$ cat config.mk
export PLATFORM = sky130hd
export DESIGN_NAME = swap_sequencer_flat
export DESIGN_NICKNAME = d
export VERILOG_FILES = /design/src/rtl/swap_seq_pkg.sv /design/src/rtl/swap_sequencer_if.sv /design/src/rtl/swap_sequencer_rr_arb2.sv /design/src/rtl/swap_sequencer.sv /design/src/flat_wrapper.sv
export SDC_FILE = /design/constraint.sdc
export NUM_CORES = 1
export LEC_CHECK = 0
export ABC_AREA = 1
export BUFFER_PORTS_ARGS = -buffer_cell sky130_fd_sc_hd__buf_2
export CORE_MARGIN = 4
export CORE_UTILIZATION = 50
export DETAILED_ROUTE_END_ITERATION = 8
export GPL_ROUTABILITY_DRIVEN = 1
export PLACE_DENSITY = 0.82
export SYNTH_ARGS = -nofsm -noshare
export SYNTH_HDL_FRONTEND = slang
export SYNTH_HIERARCHICAL = 1
export SYNTH_SLANG_ARGS = --single-unit
$ cat constraint.sdc
create_clock -name clk -period 3.5 [get_ports clk]
set_input_delay 0.35 -clock clk [delete_from_list [all_inputs] [get_ports clk]]
set_output_delay 0.35 -clock clk [all_outputs]
set_load 0.1 [all_outputs]
$ cat src/rtl/swap_seq_pkg.sv
// Shared constants for the swap sequencer: FSM encoding, requester count, stats widths.
package swap_seq_pkg;
    localparam logic [1:0] S_IDLE = 2'd0;
    localparam logic [1:0] S_SWAP = 2'd1;
    localparam logic [1:0] S_DONE = 2'd2;

    localparam int NREQ        = 2;
    localparam int STAT_SWAP_W = 16;
    localparam int STAT_JOB_W  = 8;
endpackage

$ cat src/rtl/swap_sequencer_if.sv
// Job request / result bundle between two requesters, a result consumer and the swap sequencer.
interface swap_sequencer_if
    import swap_seq_pkg::*;
#(
    parameter int WIDTH = 1,
    parameter int CNT_W = 4
);
    logic [NREQ-1:0]       req_valid;
    logic [NREQ-1:0]       req_ready;
    logic [NREQ*WIDTH-1:0] req_a;
    logic [NREQ*WIDTH-1:0] req_b;
    logic [NREQ*CNT_W-1:0] req_n;
    logic [WIDTH-1:0]      a;
    logic [WIDTH-1:0]      b;
    logic                  busy;
    logic                  done_valid;
    logic                  done_ready;
    logic                  done_id;
    logic [WIDTH-1:0]      done_a;
    logic [WIDTH-1:0]      done_b;

    modport slave (
        input  req_valid, req_a, req_b, req_n, done_ready,
        output req_ready, a, b, busy, done_valid, done_id, done_a, done_b
    );

    modport master (
        output req_valid, req_a, req_b, req_n, done_ready,
        input  req_ready, a, b, busy, done_valid, done_id, done_a, done_b
    );
endinterface

$ cat src/rtl/swap_sequencer_rr_arb2.sv
// Combinational two-way round-robin arbiter; rr selects the winner when both request.
module rr_arb2 (
    input  logic [1:0] req_valid_i,
    input  logic       rr_i,
    output logic [1:0] gnt_o,
    output logic       gnt_idx_o
);
    always_comb begin
        gnt_idx_o = 1'b0;
        case (req_valid_i)
            2'b10:   gnt_idx_o = 1'b1;
            2'b11:   gnt_idx_o = rr_i;
            default: gnt_idx_o = 1'b0;
        endcase
        gnt_o = 2'b00;
        if (|req_valid_i) gnt_o = gnt_idx_o ? 2'b10 : 2'b01;
    end
endmodule

$ cat src/rtl/swap_sequencer.sv
// Round-robin shared two-register exchange datapath; runs N simultaneous a/b swaps per job.
// Optional SWAP_STATS_EN adds saturating swap_total / job_total counters.
module swap_sequencer
    import swap_seq_pkg::*;
#(
    parameter int WIDTH = 1,
    parameter int CNT_W = 4
) (
    input  logic                   clk,
    input  logic                   rst_n,
    swap_sequencer_if.slave        bus
`ifdef SWAP_STATS_EN
    ,
    output logic [STAT_SWAP_W-1:0] swap_total,
    output logic [STAT_JOB_W-1:0]  job_total
`endif
);
    logic [1:0]       state_q, state_d;
    logic [WIDTH-1:0] a_q, a_d, b_q, b_d;
    logic [CNT_W-1:0] cnt_q, cnt_d;
    logic             id_q, id_d;
    logic             rr_q, rr_d;
    logic [NREQ-1:0]  gnt;
    logic             gnt_idx;
    logic             accept;
    logic             done_hs;
    logic [WIDTH-1:0] sel_a, sel_b;
    logic [CNT_W-1:0] sel_n;

    rr_arb2 u_arb (
        .req_valid_i (bus.req_valid),
        .rr_i        (rr_q),
        .gnt_o       (gnt),
        .gnt_idx_o   (gnt_idx)
    );

    assign accept  = (state_q == S_IDLE) && (|gnt);
    assign done_hs = (state_q == S_DONE) && bus.done_ready;
    assign sel_a   = gnt_idx ? bus.req_a[2*WIDTH-1:WIDTH] : bus.req_a[WIDTH-1:0];
    assign sel_b   = gnt_idx ? bus.req_b[2*WIDTH-1:WIDTH] : bus.req_b[WIDTH-1:0];
    assign sel_n   = gnt_idx ? bus.req_n[2*CNT_W-1:CNT_W] : bus.req_n[CNT_W-1:0];

    always_comb begin
        state_d = state_q;
        a_d     = a_q;
        b_d     = b_q;
        cnt_d   = cnt_q;
        id_d    = id_q;
        rr_d    = rr_q;
        case (state_q)
            S_IDLE: begin
                if (accept) begin
                    a_d     = sel_a;
                    b_d     = sel_b;
                    cnt_d   = sel_n;
                    id_d    = gnt_idx;
                    state_d = (sel_n != '0) ? S_SWAP : S_DONE;
                end
            end
            S_SWAP: begin
                a_d   = b_q;
                b_d   = a_q;
                cnt_d = cnt_q - 1'b1;
                if (cnt_q == CNT_W'(1)) state_d = S_DONE;
            end
            S_DONE: begin
                // Hand the next tie to whichever requester did not just finish.
                if (bus.done_ready) begin
                    state_d = S_IDLE;
                    rr_d    = ~id_q;
                end
            end
            default: state_d = S_IDLE;
        endcase
    end

    always_ff @(posedge clk or negedge rst_n) begin
        if (!rst_n) begin
            state_q <= S_IDLE;
            a_q     <= '0;
            b_q     <= '0;
            cnt_q   <= '0;
            id_q    <= 1'b0;
            rr_q    <= 1'b0;
        end else begin
            state_q <= state_d;
            a_q     <= a_d;
            b_q     <= b_d;
            cnt_q   <= cnt_d;
            id_q    <= id_d;
            rr_q    <= rr_d;
        end
    end

    assign bus.req_ready  = (state_q == S_IDLE) ? gnt : '0;
    assign bus.a          = a_q;
    assign bus.b          = b_q;
    assign bus.busy       = (state_q != S_IDLE);
    assign bus.done_valid = (state_q == S_DONE);
    assign bus.done_id    = id_q;
    assign bus.done_a     = a_q;
    assign bus.done_b     = b_q;

`ifdef SWAP_STATS_EN
    logic [STAT_SWAP_W-1:0] swap_total_q;
    logic [STAT_JOB_W-1:0]  job_total_q;

    function automatic logic [STAT_SWAP_W-1:0] sat_inc_swap(input logic [STAT_SWAP_W-1:0] v);
        return (&v) ? v : v + 1'b1;
    endfunction

    function automatic logic [STAT_JOB_W-1:0] sat_inc_job(input logic [STAT_JOB_W-1:0] v);
        return (&v) ? v : v + 1'b1;
    endfunction

    always_ff @(posedge clk or negedge rst_n) begin
        if (!rst_n) begin
            swap_total_q <= '0;
            job_total_q  <= '0;
        end else begin
            if (state_q == S_SWAP) swap_total_q <= sat_inc_swap(swap_total_q);
            if (done_hs)           job_total_q  <= sat_inc_job(job_total_q);
        end
    end

    assign swap_total = swap_total_q;
    assign job_total  = job_total_q;
`else
    logic unused_done_hs;
    assign unused_done_hs = done_hs;
`endif
endmodule

$ cat src/flat_wrapper.sv
// flat-port wrapper written by rule: the top's interface ports become plain ports
module swap_sequencer_flat import swap_seq_pkg::*;
#(
    parameter int WIDTH = 1,
    parameter int CNT_W = 4
)
  (clk, rst_n, bus_req_valid, bus_req_a, bus_req_b, bus_req_n, bus_done_ready, bus_req_ready, bus_a, bus_b, bus_busy, bus_done_valid, bus_done_id, bus_done_a, bus_done_b);
  swap_sequencer_if #(.WIDTH(WIDTH), .CNT_W(CNT_W)) bus_i ();
  input  logic clk;
  input  logic rst_n;
  input wire logic [$bits(bus_i.req_valid)-1:0] bus_req_valid;
  input wire logic [$bits(bus_i.req_a)-1:0] bus_req_a;
  input wire logic [$bits(bus_i.req_b)-1:0] bus_req_b;
  input wire logic [$bits(bus_i.req_n)-1:0] bus_req_n;
  input wire logic [$bits(bus_i.done_ready)-1:0] bus_done_ready;
  output wire logic [$bits(bus_i.req_ready)-1:0] bus_req_ready;
  output wire logic [$bits(bus_i.a)-1:0] bus_a;
  output wire logic [$bits(bus_i.b)-1:0] bus_b;
  output wire logic [$bits(bus_i.busy)-1:0] bus_busy;
  output wire logic [$bits(bus_i.done_valid)-1:0] bus_done_valid;
  output wire logic [$bits(bus_i.done_id)-1:0] bus_done_id;
  output wire logic [$bits(bus_i.done_a)-1:0] bus_done_a;
  output wire logic [$bits(bus_i.done_b)-1:0] bus_done_b;
  assign bus_i.req_valid = bus_req_valid;
  assign bus_i.req_a = bus_req_a;
  assign bus_i.req_b = bus_req_b;
  assign bus_i.req_n = bus_req_n;
  assign bus_i.done_ready = bus_done_ready;
  assign bus_req_ready = bus_i.req_ready;
  assign bus_a = bus_i.a;
  assign bus_b = bus_i.b;
  assign bus_busy = bus_i.busy;
  assign bus_done_valid = bus_i.done_valid;
  assign bus_done_id = bus_i.done_id;
  assign bus_done_a = bus_i.done_a;
  assign bus_done_b = bus_i.done_b;
  swap_sequencer #(.WIDTH(WIDTH), .CNT_W(CNT_W)) u_core (.clk(clk), .rst_n(rst_n), .bus(bus_i));
endmodule
---- Word-level counts from Yosys, hierarchy flattened ----
Cells that the tools add are included.
word-level totals
  flip-flop bits (word level) ............. 10
  logic and storage cells ................. 45
  input bits .............................. 17
  output and inout port bits .............. 9
operators by class
  equal/unequal tests ..................... 8
  bitwise logic cells ..................... 1
  reduce and logical (&&, ||, !) cells .... 11
  add/sub/neg operators ................... 1
  muxes and demuxes ....................... 18
operators by type and width
  cell                   number
  $mux W2                7
  $mux W4                2
  $pmux W4 S2            1
  $eq A2 B2 Y1 const B   3
  $pmux W1 S2            3
  $pmux W2 S3            1
  $reduce_and A2 Y1      3
  $eq A4 B1 Y1 const B   1
  $mux W1                4
  $ne A2 B1 Y1 const B   2
  $reduce_bool A2 Y1     2
  $reduce_bool A4 Y1     1
  $reduce_or A2 Y1       2
  $sub A4 B1 Y4 const B  1
  $reduce_and A3 Y1      1
  $eq A2 B1 Y1 const B   1
  $logic_not A2 Y1       1
  $ne A2 B2 Y1 const B   1
  $logic_and A1 B1 Y1    1
  $not A1 Y1             1

---- Depth between registers and ports, before layout ----
  depth in word-level cells ............... 8
  mapped depth ............................ 11

---- By module ----
The synthesis kept the hierarchy.
by module, submodules not included
  module          seq. area each (µm²)  area an instance (µm²)  instances  cells an instance
  swap_sequencer  250.2                 661.9                   1          95
  rr_arb2         0.0                   25.0                    1          6

---- Least setup slack after synthesis ----
Ideal clock, no wire load.
  path kind ............................... register -> register
  from .................................... reg u_core.state_q[0]
  to ...................................... reg u_core.state_q[0]
  period minus slack after synthesis ...... 2.823 ns
  setup slack ............................. 0.677 ns
  buffers on the path ..................... 0
  setup time .............................. 0.071 ns
  arrival ................................. 2.751 ns
  data required time ...................... 3.429 ns
  cell stages (with the launch flop) ...... 6
  cell sequence ........................... dfrtp_1 -> nor2_2 -> inv_1 -> nor2_1 -> o21ai_0 -> nand2_1
on the way
  cells in the longest elaborated chain, start to end .. 4
  elaborated cells on any way between the ends .. 9
ends and longest elaborated chain
  what                         RTL line                                    text
  start: declaration           swap_sequencer.sv:18                        logic [1:0] state_q, state_d;
  start signal: assignment     swap_sequencer.sv:86                        state_q <= state_d;
  $logic_not A2 Y1             swap_sequencer.sv:37, swap_sequencer.sv:50
  $logic_and A1 B1 Y1          swap_sequencer.sv:37                        assign accept = (state_q == S_IDLE) && (|gnt);
  $ne A2 B1 Y1 (no line)       -
  $reduce_and A3 Y1 (no line)  -
Several ways; a longest one is shown, not always the timed one.
A chain may end at the register's enable or synchronous reset.

---- Worst setup path after layout ----
  from .................................... reg u_core.state_q[0]
  to ...................................... out bus_req_ready[1]
on the way
  cells in the longest elaborated chain, start to end .. 2
ends and longest elaborated chain
  what              RTL line              text
  $logic_not A2 Y1  swap_sequencer.sv:95  assign bus.req_ready = (state_q == S_IDLE) ? gnt : '0;
  $mux W2           swap_sequencer.sv:95
  end: declaration  flat_wrapper.sv:16    output wire logic [$bits(bus_i.req_ready)-1:0] bus_req_ready;
Every way passes these cells.

==> flow_summary.ini <==
[outcome]
status = finished clean

[clock_tree]
post-cts-setup-buffers = 0
clock-sinks = 10
clockBufferDepth = 2
cts_root_buf = clkbuf_4
cts_max_level = 1
cts_tree = yes
cts_hold_buffers = 1
cts_made_buffers = 3
clkTransAtPathRegs_ns = 0.08
clock_latency_ns = 0.28
ctsResizeCount = 0

[global_routing]
grt_pass1_wl_um = 2649
grt.overflow.total = 0
antenna_found_initial = 0
grt_usage = 0.1827
grt_start_max_net_pins = 11
grt_pass1_vias = 660

[placed_design]
io_buffers = 25
place.gp.congestion = 0.8281
dp_hpwl_um = 1222
dp.cells = 139

[floorplan]
die_x_um = 45.07
floorplan.initialDensity = 0.5279
fp-row-count = 13
die-area_mm2 = 0.002031
io_pins = 26
die_h_um = 45.07
coreArea_mm2 = 0.001301

[finish]
insertedDiodeCount = 0
layout.cells.non_filler = 144
drive_gt1_frac = 0.2946
layout.nets = 149
area_growth_syn_to_layout_pct = 25.50

[route]
route.met2.wl_um = 706
totalWireLength_um = 1599
dr.first_iter.drc_count = 15
first_pass_iters = 4
drc = 0
avgRoutedWirePerCell_um = 11.10
wl_met3_um = 107
top_layer_used = met4
vias = 719
met1Wirelength_um = 764
via_per_inst = 4.993
ant_nets = 0

[timing]
tns_ns = 0
maxSlewHeadroom = 0.6595
final_max_slew_viol_count = 0
tightest_slew_ns = 0.5054
setup_viol = 0
whs_ns = 0.3339
min_period_ns = 1.886
rsz0062_at_grt = no
fin_crit_sh = 0.5390
finClkSkew_ns = 0.004938
max_freq_mhz = 530.1
hold_violations = 0

[hold_path]
hold_path_end = u_core/state_q[1]$_DFFE_PN0P_
hold_start = bus_done_ready
whs_path_depth = 4
hold_class = in -> reg

[setup_path]
reg2reg_to = u_core/state_q[0]$_DFFE_PN0P_
crit_arrival_ns = 1.54
cp-start-kind = flip-flop
cp.required_ns = 3.15
ff2ff_path_depth = 9
cp_max_fo = 7
crit_chain = nor2_2 -> inv_1 -> nor2_1 -> buf_2
max_stage_delay_ns = 0.47
cpMaxStageDelayCell = dfrtp_1
r2r_slack_ns = 2.01
r2r-start = u_core/rr_q$_DFFE_PN0P_
crit_type = reg -> out
endpoint_kind = output pin

[synthesis]
synth_nets = 120
synth_compound_area_frac = 0.1457
synthSimpleGateAreaFrac = 0.3643
synth_top_area_share = 0.3643
synth_top_family_by_area = simple AND/OR/NAND/NOR gates
seq_area_frac_synth = 0.3643
ys_ff_latch = 10
synth_area_leaders = dfrtp_1 36%, nand2_1 21%, o21ai_0 8.7%, inv_1 5.5%, nand3_1 4.4%
yosysWarnings = 6
synthCells = 101
synth_area_leader_cell = dfrtp_1
syn-cell-area_um2 = 686.9
synthMuxAreaShare = 0
synth_fa_ha_area_frac = 0.03643
post_synth_num_cell_types = 18
synthXorXnorAreaFrac = 0
syn_avg_cell_area_um2 = 6.801

[flow_run]
maxCapViolCount = 0
worst max-delay path by stage:
| stage | from | endpoint | depth (start not counted) | slack, ns |
|---|---|---|---|---|
| after floorplan | u_core/state_q[0]$_DFFE_PN0P_ | u_core/state_q[0]$_DFFE_PN0P_ | 5 | 0.68 |
| after CTS | u_core/state_q[0]$_DFFE_PN0P_ | bus_req_ready[1] | 4 | 1.62 |
| after detailed placement | bus_req_valid[0] | bus_req_ready[1] | 7 | 1.91 |
| after global placement | bus_req_valid[0] | u_core/state_q[0]$_DFFE_PN0P_ | 11 | 1.93 |
| final | u_core/state_q[0]$_DFFE_PN0P_ | bus_req_ready[1] | 4 | 1.61 |
| after global routing | u_core/state_q[0]$_DFFE_PN0P_ | bus_req_ready[1] | 4 | 1.48 |
cell usage after synthesis:
library cell   n
inv_2          1
clkinv_2       1
o211ai_1       2
o21ai_2        1
nand2_2        1
a21oi_1        1
ha_1           2
nand2_1       39
dfrtp_1       10
a21boi_2       1
nor2_2         1
o21ai_0       12
inv_1         10
nand3_1        6
nand2_4        2
and2_4         1
nor2_1         8
buf_4          2
routing by layer:
layer	global-route usage	vias up
met5	0	-
met4	0.1053	0
met3	0.03586	2
met2	0.3051	21
met1	0.2153	323
li1	-	373
cells by family after synthesis:
| kind of cell | Yosys count |
|---|---|
| and+or+nand+nor | 58 |
| AOI/OAI and AO/OA | 17 |
| buffers and inverters | 14 |
| DFF | 10 |
| adders and majority gates | 2 |
critical path, delay by kind of cell (launching register included):
family	cells	cell delay, ns
buffers and inverters	2	0.52
DFF	1	0.47
and+or+nand+nor	2	0.27
layout make-up:
class                   count  area [um^2]
repair buffers             26        135.1
flip-flops and latches     10        250.2
inverters                  12        46.29
multi-input cells          77        375.4
well taps                  15        18.77
clock buffers               4        36.28
fillers                   123        439.2
state kept, by name, indices dropped and copies added (netlist names):
signal and cells:
u_core/bus.a 1, u_core/rr_q 1, u_core/cnt_q 4, u_core/state_q 2, u_core/bus.b 1, u_core/bus.done_id 1
metrics by stage:
step	cell area (um^2)	util	worst slack, ns
floorplan	686.9	-	0.6773
CTS	862.1	0.6625	1.617
detailed placement	815.8	0.6269	1.912
finish	862.1	0.6625	1.614
global placement	815.8	0.6269	1.931
global route	862.1	0.6625	1.485
cells in the final DEF (no fill, tap or decap):
master / count
inv_1: 10
inv_2: 1
clkbuf_4: 3
nand2_2: 1
and2_4: 1
clkinv_2: 1
nand2_1: 39
ha_1: 2
nor2_1: 8
dlygate4sd3_1: 1
nand3_1: 6
nand2_4: 2
nor2_2: 1
a21oi_1: 1
buf_2: 25
o21ai_0: 12
o211ai_1: 2
o21ai_2: 1
a21boi_2: 1
clkbuf_8: 1
dfrtp_1: 10
Power is left out: the tool's default activity adds up to more than one toggle a clock period on the data nets, which glitch-free logic cannot reach.
